==> config.mk <==
export PLATFORM = sky130hd
export DESIGN_NAME = stream_fifo
export DESIGN_NICKNAME = d
export VERILOG_FILES = /design/src/rtl/stream_fifo.sv
export SDC_FILE = /design/constraint.sdc
export NUM_CORES = 1
export LEC_CHECK = 0
export ABC_AREA = 0
export CAP_MARGIN = 20
export CORE_ASPECT_RATIO = 2
export CORE_MARGIN = 8
export CORE_UTILIZATION = 45
export CTS_BUF_LIST = sky130_fd_sc_hd__clkbuf_8
export DETAILED_ROUTE_END_ITERATION = 8
export PLACE_DENSITY = 0.65
export SLEW_MARGIN = 30
export SYNTH_ARGS = -nofsm -noshare
export SYNTH_HDL_FRONTEND = slang
export SYNTH_SLANG_ARGS = --single-unit
==> constraint.sdc <==
create_clock -name clk -period 2.2 [get_ports clk]
set_input_delay 0.66 -clock clk [delete_from_list [all_inputs] [get_ports clk]]
set_output_delay 0.66 -clock clk [all_outputs]
set_load 0.005 [all_outputs]
==> src/rtl/stream_fifo.sv <==
// rtl/stream_fifo.sv - valid/ready stream FIFO with occupancy, almost-full and optional high-water mark
// Optional feature macro: STREAM_FIFO_PEAK_EN (peak_level register; tied to 0 when undefined).
module stream_fifo #(
    parameter int DATA_WIDTH   = 8,
    parameter int DEPTH        = 16,
    parameter int AFULL_THRESH = DEPTH - 2
) (
    input  logic                      clk,
    input  logic                      rst,
    input  logic                      flush,
    input  logic                      s_valid,
    output logic                      s_ready,
    input  logic [DATA_WIDTH-1:0]     s_data,
    output logic                      m_valid,
    input  logic                      m_ready,
    output logic [DATA_WIDTH-1:0]     m_data,
    output logic [$clog2(DEPTH):0]    count,
    output logic                      almost_full,
    output logic [$clog2(DEPTH):0]    peak_level
);
    localparam int AW = $clog2(DEPTH);
    localparam int CW = AW + 1;
    localparam logic [CW-1:0] DEPTH_C = CW'(DEPTH);
    localparam logic [CW-1:0] AFULL_C = CW'(AFULL_THRESH);

    if (DEPTH < 2 || (DEPTH & (DEPTH - 1)) != 0) begin : g_bad_depth
        $error("stream_fifo: DEPTH must be a power of two and at least 2");
    end
    if (AFULL_THRESH < 1 || AFULL_THRESH > DEPTH) begin : g_bad_thresh
        $error("stream_fifo: AFULL_THRESH must be in 1..DEPTH");
    end

    logic [DATA_WIDTH-1:0] mem_q [DEPTH];
    logic [DATA_WIDTH-1:0] mem_d [DEPTH];
    logic [AW-1:0]         wr_ptr_q, wr_ptr_d;
    logic [AW-1:0]         rd_ptr_q, rd_ptr_d;
    logic [CW-1:0]         count_q, count_d;
    logic                  afull_q, afull_d;
    logic                  push, pop;

    assign s_ready     = (count_q != DEPTH_C);
    assign m_valid     = (count_q != '0);
    assign m_data      = mem_q[rd_ptr_q];
    assign count       = count_q;
    assign almost_full = afull_q;
    assign push        = s_valid & s_ready;
    assign pop         = m_valid & m_ready;

    always_comb begin
        mem_d    = mem_q;
        wr_ptr_d = wr_ptr_q;
        rd_ptr_d = rd_ptr_q;
        count_d  = count_q;
        if (flush) begin
            wr_ptr_d = '0;
            rd_ptr_d = '0;
            count_d  = '0;
        end else begin
            if (push) begin
                mem_d[wr_ptr_q] = s_data;
                wr_ptr_d        = wr_ptr_q + AW'(1);
            end
            if (pop) begin
                rd_ptr_d = rd_ptr_q + AW'(1);
            end
            if (push && !pop) begin
                count_d = count_q + CW'(1);
            end else if (pop && !push) begin
                count_d = count_q - CW'(1);
            end
        end
        // Registered from next-count so the flag lines up with the count it describes.
        afull_d = (count_d >= AFULL_C);
    end

    always_ff @(posedge clk) begin
        mem_q <= mem_d;
    end

    always_ff @(posedge clk) begin
        if (rst) begin
            wr_ptr_q <= '0;
            rd_ptr_q <= '0;
            count_q  <= '0;
            afull_q  <= 1'b0;
        end else begin
            wr_ptr_q <= wr_ptr_d;
            rd_ptr_q <= rd_ptr_d;
            count_q  <= count_d;
            afull_q  <= afull_d;
        end
    end

`ifdef STREAM_FIFO_PEAK_EN
    logic [CW-1:0] peak_q, peak_d;

    // Follows the registered count, so it lags a new maximum by one cycle; flush does not clear it.
    always_comb begin
        peak_d = (count_q > peak_q) ? count_q : peak_q;
    end

    always_ff @(posedge clk) begin
        if (rst) begin
            peak_q <= '0;
        end else begin
            peak_q <= peak_d;
        end
    end

    assign peak_level = peak_q;
`else
    assign peak_level = '0;
`endif

`ifndef SYNTHESIS
    a_sdata_stable: assert property (@(posedge clk)
        (!rst && !flush && s_valid && !s_ready) |=> $stable(s_data));
    a_svalid_hold: assert property (@(posedge clk)
        (!rst && !flush && s_valid && !s_ready) |=> s_valid)
        else $warning("stream_fifo: s_valid dropped without a handshake");
    a_count_max: assert property (@(posedge clk) count_q <= DEPTH_C);
`endif
endmodule
## Word-level counts from Yosys, hierarchy flattened

Cells that the tools add are included.

| operators by class | value |
|---|---|
| bitwise gates (word level) | 5 |
| add/subtract/negate cells | 4 |
| equal/unequal tests | 1 |
| reductions and logical operators | 8 |
| muxes and demuxes | 9 |
| order comparisons | 4 |

Operators with widths:

| kind | count |
|---|---|
| $bwmux W128 | 1 |
| $bmux W8 S4 | 1 |
| $demux W8 S4 | 1 |
| $mux W8 | 3 |
| $mux W5 | 3 |
| $ge A5 B5 Y1 const B | 2 |
| $not A4 Y5 | 2 |
| $add A4 B1 Y4 const B | 2 |
| $add A5 B1 Y5 const B | 1 |
| $ge A5 B4 Y1 const B | 1 |
| $lt A5 B1 Y1 const B | 1 |
| $ne A5 B5 Y1 const B | 1 |
| $reduce_bool A5 Y1 | 1 |
| $sub A5 B1 Y5 const B | 1 |
| $logic_and A1 B1 Y1 | 3 |
| $and A1 B1 Y1 | 2 |
| $logic_not A1 Y1 | 2 |
| $reduce_and A2 Y1 | 1 |
| $reduce_or A2 Y1 | 1 |
| $not A1 Y1 | 1 |

| word-level totals | value |
|---|---|
| output and inout port bits | 21 |
| word-level logic and storage cells | 51 |
| bits of input ports | 13 |
| bits in registers | 142 |

## Logic depth before layout (Yosys ltp)

| logic depth | value |
|---|---|
| depth in word-level cells | 8 |
| mapped depth | 8 |
| depth with buffers taken out | 8 |

## Worst setup path before layout

OpenSTA, ideal clock, no wires.

| timing | value |
|---|---|
| kind | register to output |
| start | reg rd_ptr_q[0] |
| end | out m_data[0] |
| path slack | -0.164 ns |
| cell stages (with the launch flop) | 5 |
| required time | 1.540 ns |
| arrival | 1.704 ns |
| path buffers | 2 |
| path through | dfxtp_1 > buf_2 > buf_4 > mux4_2 > mux4_2 |

| on the way | value |
|---|---|
| word-level cells in the longest chain between the ends | 4 |

RTL lines:

| element | line | text |
|---|---|---|
| from (decl) | 36 | `logic [AW-1:0] rd_ptr_q, rd_ptr_d;` |
| from (signal assigned) | 88 | `rd_ptr_q <= rd_ptr_d;` |
| $not A4 Y5 (implied by the code) | 43 | `assign m_data = mem_q[rd_ptr_q];` |
| $bmux W8 S4 | 43 |  |
| $mux W8 (implied by the code) (2 in a row) | 43 |  |
| to (decl) | 16 | `output logic [DATA_WIDTH-1:0] m_data,` |

Every way passes these cells. The select of a mux whose other input is x is not followed.

## Worst setup path in the final report

Same ends and word-level chain as after synthesis.

==> results.md <==
- Worst Setup EP: m_data[0]
- Leakage: 2.393 nW
- Total CTS buffers: 17
- Failing checks: negative setup slack
- Reg2Reg Depth: 8
- Die Wd: 95.89 um
- Final WS setup: -704.7 ps
- Fin. Hold Viols: 0
- CP cell instances: buf_12 -> buf_8 -> buf_6 -> mux4_2 -> mux4_2 -> buf_2
- # rows: 58
- CTS clock-pin slew for the worst setup and hold paths: 80 ps
- CP max stage delay: 500 ps
- Worst slew pin tran: 570.0 ps
- Crit path max-delay family: multiplexers
- RSZ-0062 raised after global routing: yes
- Skew final: 10.19 ps
- Critical path's slowest cell: mux4_2
- Port Buffers: 28
- Total power: 5.448 mW
- Final nets: 403
- Crit path launch type: flop
- CP startpoint: rd_ptr_q[0]
- GRT Residual Overflow: 0
- Setup TNS: -5392 ps
- Top sig layer: met4
- Met2 WL: 7324 um
- H-tree depth: 4
- Syn Inst Count: 294
- WL/cell: 22.23 um
- Antenna viol nets, final: 0
- Final number of setup-violating endpoints: 8
- Tmin final: 2905 ps
- Max_slew headroom: 61.88%
- WHS: 518.0 ps
- HP Class: reg -> reg
- Met3 wire length: 358 um
- Crit path depth: 6
- Seq/Total Area, Yosys: 71.79%
- WS Path Type: reg -> out
- Ant. Diodes: 0
- CTS Root Cell: clkbuf_8
- Final Slew Violations: 0
- Critical path endpoint category: primary output
- Ys Warns: 0
- Vert. Die Dim: 175.8 um
- R2R Setup Slk: 320 ps
- Worst EP required: 1540 ps
- Clk buf depth: 2
- Power Density: 761.4 mW/mm2
- Mean post-synth cell area: 19.54 um2
- Post-Synthesis Cell Area: 0.005744 mm2
- I/O pin count: 34
- Largest net degree at the start of global routing: 21
- Max-Cap Viols: 0
- 1st-pass router iterations: 4
- Initial Util: 45.75%
- RR Startpoint: count[1]
- Yosys reg bits: 142
- Final RePlAce weighted congestion: 0.7594
- Area Overhead vs Synth: 24.55%
- FMAX: 0.3443 GHz
- WP buf/inv: 4
- Metal-1 WL: 4064 um
- Vias in the first global route: 3237
- Vias: 2954
- Reg2reg end: almost_full
- Global-route wire length before repair: 18490 um
- Post-synth cell types: 36
- CORE AREA: 0.01255 mm2
- Result of the run: complete, but fails checks
- CTS tree: done
- Worst skew pair latency: 430 ps
- # hold bufs at CTS: 0
- Clock Sink Count: 142
- Initial antenna violation count: 0
- Layout cells sized above 1: 40.00%
- Worst path most repeated cell: mux4_2
- Worst EP arrival: 2240 ps
- Place WS: -568.8 ps
- Gr usage total: 15.72%
- Vias per cell: 5.420
- Worst IR Drop VDD: 438.2 uV
- Period Utilization, post-route: 132.0%
- Hpwl dp: 8641 um
- Largest fanout on the critical path: 4
- 1st-iter DRT viols: 172
- DRT Wirelength: 12120 um
- Residual DRC: 0
- Die ar.: 0.01686 mm2
-- worst min-delay path, stage by stage, from the launching register on --
cell,delay (ps)
dfxtp_1,350
nand2_1,70
a21oi_1,50
-- power by group --
group	internal, mW	switching (mW)	total (mW)
clock network	1.24	0.972	2.21
registers	2.95	0.00796	2.96
logic	0.151	0.132	0.283
total	4.34	1.11	5.45
-- worst min path at each step --
stage / startpoint / to / depth (start not counted)
floorplan: wr_ptr_q[1] / wr_ptr_q[1] / 2
global placement: wr_ptr_q[1] / wr_ptr_q[1] / 2
detailed placement: wr_ptr_q[1] / wr_ptr_q[1] / 2
CTS: wr_ptr_q[1] / wr_ptr_q[1] / 2
global route: wr_ptr_q[1] / wr_ptr_q[1] / 2
finish: wr_ptr_q[1] / wr_ptr_q[1] / 2
-- timing repair --
item / 4_1_cts / 5_1_grt
setup endpoints to repair: 11 / 10
cloned: 2 / 0
resized for setup: 54 / 9
pin swaps: 1 / 1
endpoints found under the hold margin: 0 / 0
buffers inserted: 12 / 2
-- cells in the mapped netlist (all sizes together) --
library cell,count,share of area (%)
nand2b,2,0.22
clkbuf,4,0.26
o21ai,1,0.087
nand2,16,1.0
o32ai,1,0.28
nor3,6,0.52
nor4b,1,0.41
and2,1,0.15
xnor2,4,0.61
xor2,5,0.76
and2b,1,0.13
a21oi,2,0.17
inv,6,0.39
a311oi,1,0.26
nand4bb,1,0.48
o211ai,1,0.22
nand3,1,0.087
o31ai,1,0.13
buf,16,1.9
nand4,3,0.33
a31o,1,0.15
mux2,1,0.20
nor2,22,1.4
a211oi,2,0.26
conb,1,0.065
edfxtp,128,67
or2,1,0.11
dfxtp,14,4.9
nor2b,2,0.22
ha,7,1.5
mux4,40,16
a2bb2oi,1,0.15
-- kinds of logic after synthesis --
logic type,share of synthesized area (%)
flip-flops,71.79
AND/OR/NAND/NOR,5.141
multiplexers,15.88
buffers and inverters,2.505
AO/OA/AOI/OAI,1.721
XOR/XNOR,1.372
adder cells (fa/ha/maj),1.525
other,0.06528
-- through the flow --
stage                     instance area [um2]  util, %  instances
final                                    7154    56.99        545
after CTS                                7166    57.08        546
after floorplan                          5813        -        298
after detailed placement                 6578    52.39        501
after global placement                   6578    52.39        501
after global routing                     7154    56.99        545
-- cells in the final DEF, fill, tap and decap left out, drive strengths merged, types with 2 or more instances in the layout --
cell	instances
clkdlybuf4s50	18
conb	5
ha	7
dfxtp	14
buf	66
a211oi	2
nand4	3
xor2	5
nand2b	2
clkinv	5
nor2b	2
nand2	16
nor2	22
xnor2	4
inv	10
edfxtp	128
a21oi	2
bufinv	4
mux4	40
clkbuf	18
nor3	6
-- layout make-up --
class                      count  area, um2
timing repair buffer          86      860.8
clock buffer                  17      234.0
tap                          150      187.7
clock inverter                14      192.7
inverter                       6      22.52
sequential                   142       4133
fill                         949       5400
multi-input combinational    130       1524
-- routing by layer --
metal,track usage (%),vias to the layer above
met5,0,-
met4,7.618,0
met3,3.379,22
met2,29.64,67
met1,15.07,1526
li1,-,1339
-- flip-flops by register name, summed over array words and instances, names as in the netlist --
signal and count:
almost_full 1, count 5, mem_q 128, rd_ptr_q 4, wr_ptr_q 4
No activity file was read; power rests on OpenSTA's default activity.
==> RTL edit 1 (same settings) <==
Change the parameter `DATA_WIDTH` from 8 to 10.
--- a/src/rtl/stream_fifo.sv
+++ b/src/rtl/stream_fifo.sv
@@ -3,3 +3,3 @@
 module stream_fifo #(
-    parameter int DATA_WIDTH   = 8,
+    parameter int DATA_WIDTH   = 10,
     parameter int DEPTH        = 16,
Interface: changed (resized m_data and s_data); port bits go from 34 to 38. The function was not compared with the original's and may differ.
==> RTL edit 1 against the original RTL <==
The run still ends with setup timing left; combinational power up 11%; power rose by 12%; core utilization down 1.3 points; final area rose by 18%; setup slack got worse by 0.054 ns; count of clock-buffer cells in the layout did not move; area after synthesis up 21%; wire length rose by 21%; sequential cell count rose by 32; critical endpoint is now m_data[6].
==> RTL edit 1: results (changes against the original RTL) <==
| Metric | Value |
|---|---|
| Post-synthesis xor/xnor area fraction | 1.14% (was 1.37%) |
| Status | finished with violations (unchanged) |
| Seq/Total Area, Yosys | 73.3% (was 71.8%) |
| WL/cell | 23.2 um (was 22.2 um) |
| Synth area leaders | edfxtp_1 (69%), mux4_2 (16%), dfxtp_1 (4.0%), ha_1 (1.3%), nor2_1 (1.2%) (was edfxtp_1 (67%), mux4_2 (16%), dfxtp_1 (4.9%), ha_1 (1.5%), nor2_1 (1.4%)) |
| Clock network fraction of total power | 35.1% (was 40.5%) |
| Critical Path Fanout Max | 5 (was 4) |
| Max-slew headroom | 62.9% (was 61.9%) |
| Combinational group power | 0.315 mW (was 0.283 mW) |
| Synth Area per Inst | 20.5 sq um (was 19.5 sq um) |
| Drt pass-1 iters | 5 (was 4) |
| Detailed-route via count | 3463 (was 2954) |
| First-pass GRT wire length | 22.4 mm (was 18.5 mm) |
| GR Layer Usage met3 | 3.46% (was 3.38%) |
| Reg2Reg Setup Slack | 0.29 ns (was 0.32 ns) |
| DP HPWL | 9.34 mm (was 8.64 mm) |
| Met1 wire length | 5.49 mm (was 4.06 mm) |
| # placed instances | 590 (was 501) |
| Failing checks | setup timing (unchanged) |
| DR WL met2 | 8.22 mm (was 7.32 mm) |
| Setup bufs post-CTS | 9 (was 12) |
| Met3 wire length | 655 um (was 358 um) |
| Worst hold start | wr_ptr_q[1] (unchanged) |
| Maximum VDD drop | 398 uV (was 438 uV) |
| Top Layer Used | met4 (unchanged) |
| Post-route worst setup slack | -0.758 ns (was -0.705 ns) |
| Adder-cell share of the synthesized area | 1.26% (was 1.52%) |
| Routability Congestion | 0.757 (was 0.759) |
| Grt met2 use | 28.7% (was 29.6%) |
| Fin Clk Skew | 0.0167 ns (was 0.0102 ns) |
| Cell area after placement | 7920 sq um (was 6580 sq um) |
| Pleak | 2.73 nW (was 2.39 nW) |
| Vias/cell | 5.47 (was 5.42) |
| EDFF count, synth | 160 (was 128) |
| TNS Setup | -7.21 ns (was -5.39 ns) |
| Hold path depth | 2 (unchanged) |
| R2R depth | 8 (unchanged) |
| Setup-failing EPs final | 10 (was 8) |
| Gr usage total | 15.7% (about the same) |
| Vias in the first global route | 3698 (was 3237) |
| Number of flip-flops in the largest register | 160 (was 128) |
| Hold Slack | 0.534 ns (was 0.518 ns) |
| Layout cell share with drive strength beyond 1 | 37.7% (was 40.0%) |
| Reg2reg start | count[1] (unchanged) |
| Clock group | 2.13 mW (was 2.21 mW) |
| R2R Path End | mem_q[90] (was almost_full) |
| Setup Slack @ Placement | -0.580 ns (was -0.569 ns) |
| Post-synthesis mux area share | 16.4% (was 15.9%) |
| Clock latency on the worst-skew pair | 0.47 ns (was 0.43 ns) |
## RTL edit 1: cell count changes in the layout (fill, tap and decap cells not counted), moves of 2 or more
| cell | before | now |
|---|---|---|
| buf_12 | 10 | 17 |
| buf_16 | 0 | 4 |
| buf_2 | 4 | 7 |
| buf_4 | 38 | 26 |
| buf_6 | 13 | 8 |
| bufinv_16 | 4 | 2 |
| clkdlybuf4s50_1 | 18 | 20 |
| edfxtp_1 | 128 | 160 |
| mux4_2 | 40 | 50 |
## RTL edit 1: layout make-up
type | count | area [sq um]
Clock buffer | 17 | 234
Tap cell | 198 | 248
Inverter | 6 | 22.5
Multi-Input combinational cell | 140 | 1750
Fill cell | 1185 | 6740
Clock inverter | 15 | 146
Timing Repair Buffer | 83 | 980
Sequential cell | 174 | 5100
## RTL edit 1: critical path, stage by stage, from the launching register on
cell and delay (ns):
dfxtp_4 0.39, buf_6 0.11, buf_12 0.11, buf_16 0.12, mux4_2 0.49, mux4_2 0.48, buf_2 0.15
==> RTL edit 2 (config.mk and constraints unchanged) <==
Without the edit above. Put one more register stage on the output `count`, cleared by the reset. The value now appears one clock later. The other outputs are not delayed to match. Comments in the files are not updated.
--- a/src/rtl/stream_fifo.sv
+++ b/src/rtl/stream_fifo.sv
@@ -43,3 +43,9 @@
     assign m_data      = mem_q[rd_ptr_q];
-    assign count       = count_q;
+    always_ff @(posedge clk) begin
+        if (rst) begin
+            count <= '0;
+        end else begin
+            count <= count_q;
+        end
+    end
     assign almost_full = afull_q;
Check against the original RTL: not equivalent (a bounded check fails within 4 cycles, from zero or initial values and one cycle with rst high).
==> RTL edit 2 against the original RTL <==
Area after synthesis up 3.1%; power is 0.25% lower; synthesized cell count up 7.8%; clock skew grew 0.0022 ns; largest power group unchanged; sequential cell count is 5 higher; critical endpoint is now m_data[4]; final area rose by 2.9%; setup slack gained 0.028 ns; wire length up 4.2%; the run still ends with setup timing left.
==> RTL edit 2: results (changes against the original RTL) <==
| Metric | Value |
|---|---|
| Die W | 97.1 um (was 95.9 um) |
| Inverters | 5 (was 6) |
| Final WL | 12.6 mm (was 12.1 mm) |
| Post-route worst setup slack | -0.677 ns (was -0.705 ns) |
| Max-slew headroom | 60.6% (was 61.9%) |
| Adder-cell share of the synthesized area | 1.48% (was 1.52%) |
| Pleak | 2.46 nW (was 2.39 nW) |
| Initial DRC count | 160 (was 172) |
| WL/cell | 22.0 um (was 22.2 um) |
| Vias/cell | 5.55 (was 5.42) |
| Routing usage on met1 | 16.1% (was 15.1%) |
| First-pass GRT wire length | 19.9 mm (was 18.5 mm) |
| Seq/Total Area, Yosys | 71.3% (was 71.8%) |
| Status | finished with violations (unchanged) |
| Post-synthesis compound-gate area fraction | 1.92% (was 1.72%) |
| DR WL met2 | 7.38 mm (was 7.32 mm) |
| Sw Ratio | 22.0% (was 20.4%) |
| Reg2reg start | count_q[0] (was count[1]) |
| Non-clock buffers, area share | 12.6% (was 12.0%) |
| Layout cell share with drive strength beyond 1 | 38.7% (was 40.0%) |
| Synth cell count leaders | edfxtp_1 (128), mux4_2 (40), nor2_1 (25) (was edfxtp_1 (128), mux4_2 (40), nor2_1 (22)) |
| Setup bufs post-CTS | 15 (was 12) |
| Critical Path AT | 2.22 ns (was 2.24 ns) |
| Post-synthesis xor/xnor area fraction | 1.18% (was 1.37%) |
| Synth area leaders | edfxtp_1 (65%), mux4_2 (15%), dfxtp_1 (6.4%), nor2_1 (1.6%), ha_1 (1.5%) (was edfxtp_1 (67%), mux4_2 (16%), dfxtp_1 (4.9%), ha_1 (1.5%), nor2_1 (1.4%)) |
| Setup-failing EPs final | 9 (was 8) |
| Multi-In Gates | 145 (was 130) |
| # nets final | 429 (was 403) |
| Bufs w/o clock | 93 (was 86) |
| Synth Area per Inst | 18.7 sq um (was 19.5 sq um) |
| Post-synthesis mux area share | 15.4% (was 15.9%) |
| Largest net degree at the start of global routing | 22 (was 21) |
| Maximum VDD drop | 457 uV (was 438 uV) |
| Synth-to-Final Area Change | 24.4% (was 24.5%) |
| Failing checks | setup timing (unchanged) |
| Reg area | 4230 sq um (was 4130 sq um) |
| TNS Setup | -5.20 ns (was -5.39 ns) |
| # placed instances | 524 (was 501) |
| DP HPWL | 8.65 mm (was 8.64 mm) |
| Gr usage total | 15.5% (was 15.7%) |
| Filler instances | 945 (was 949) |
| Setup Slack @ Placement | -0.557 ns (was -0.569 ns) |
| Initial antenna violation count | 1 (was 0) |
| Routability Congestion | 0.760 (was 0.759) |
| Grt met2 use | 28.7% (was 29.6%) |
| Cell area after placement | 6740 sq um (was 6580 sq um) |
| Met1 wire length | 4.51 mm (was 4.06 mm) |
| Post-CTS Resized | 58 (was 54) |
| Vias in the first global route | 3450 (was 3237) |
-- RTL edit 2: changes by cell type in the layout (fill, tap and decap cells not counted), sizes merged, moves of 3 or more --
cell,delta
dfxtp,+5
clkinvlp,+3
nand3,+3
nand2b,+4
nand2,-4
buf,+8
nor2,+3
clkinv,-3
-- RTL edit 2: worst paths after layout --
check	endpoint	slack, ns	cells past startpoint
worst max register to register	mem_q[46]	0.20	9
worst min-delay path	wr_ptr_q[1]	0.52	2
worst min register to register	wr_ptr_q[1]	0.52	2
worst max-delay path	m_data[4]	-0.68	5
-- RTL edit 2: power groups by stage --
stage | registers, mW | clock network, mW | logic [mW]
after floorplan | 3.11 | 0 | 0.162
after global placement | 3.11 | 0 | 0.292
after detailed placement | 3.11 | 0 | 0.297
after CTS | 3.05 | 2.10 | 0.330
after global routing | 3.05 | 2.22 | 0.360
final | 3.05 | 2.05 | 0.332
-- RTL edit 2: tightest hold or removal path, cell delays in order, from the launching register on --
cell	delay [ns]
dfxtp_1	0.35
nand2_1	0.07
a21oi_1	0.06
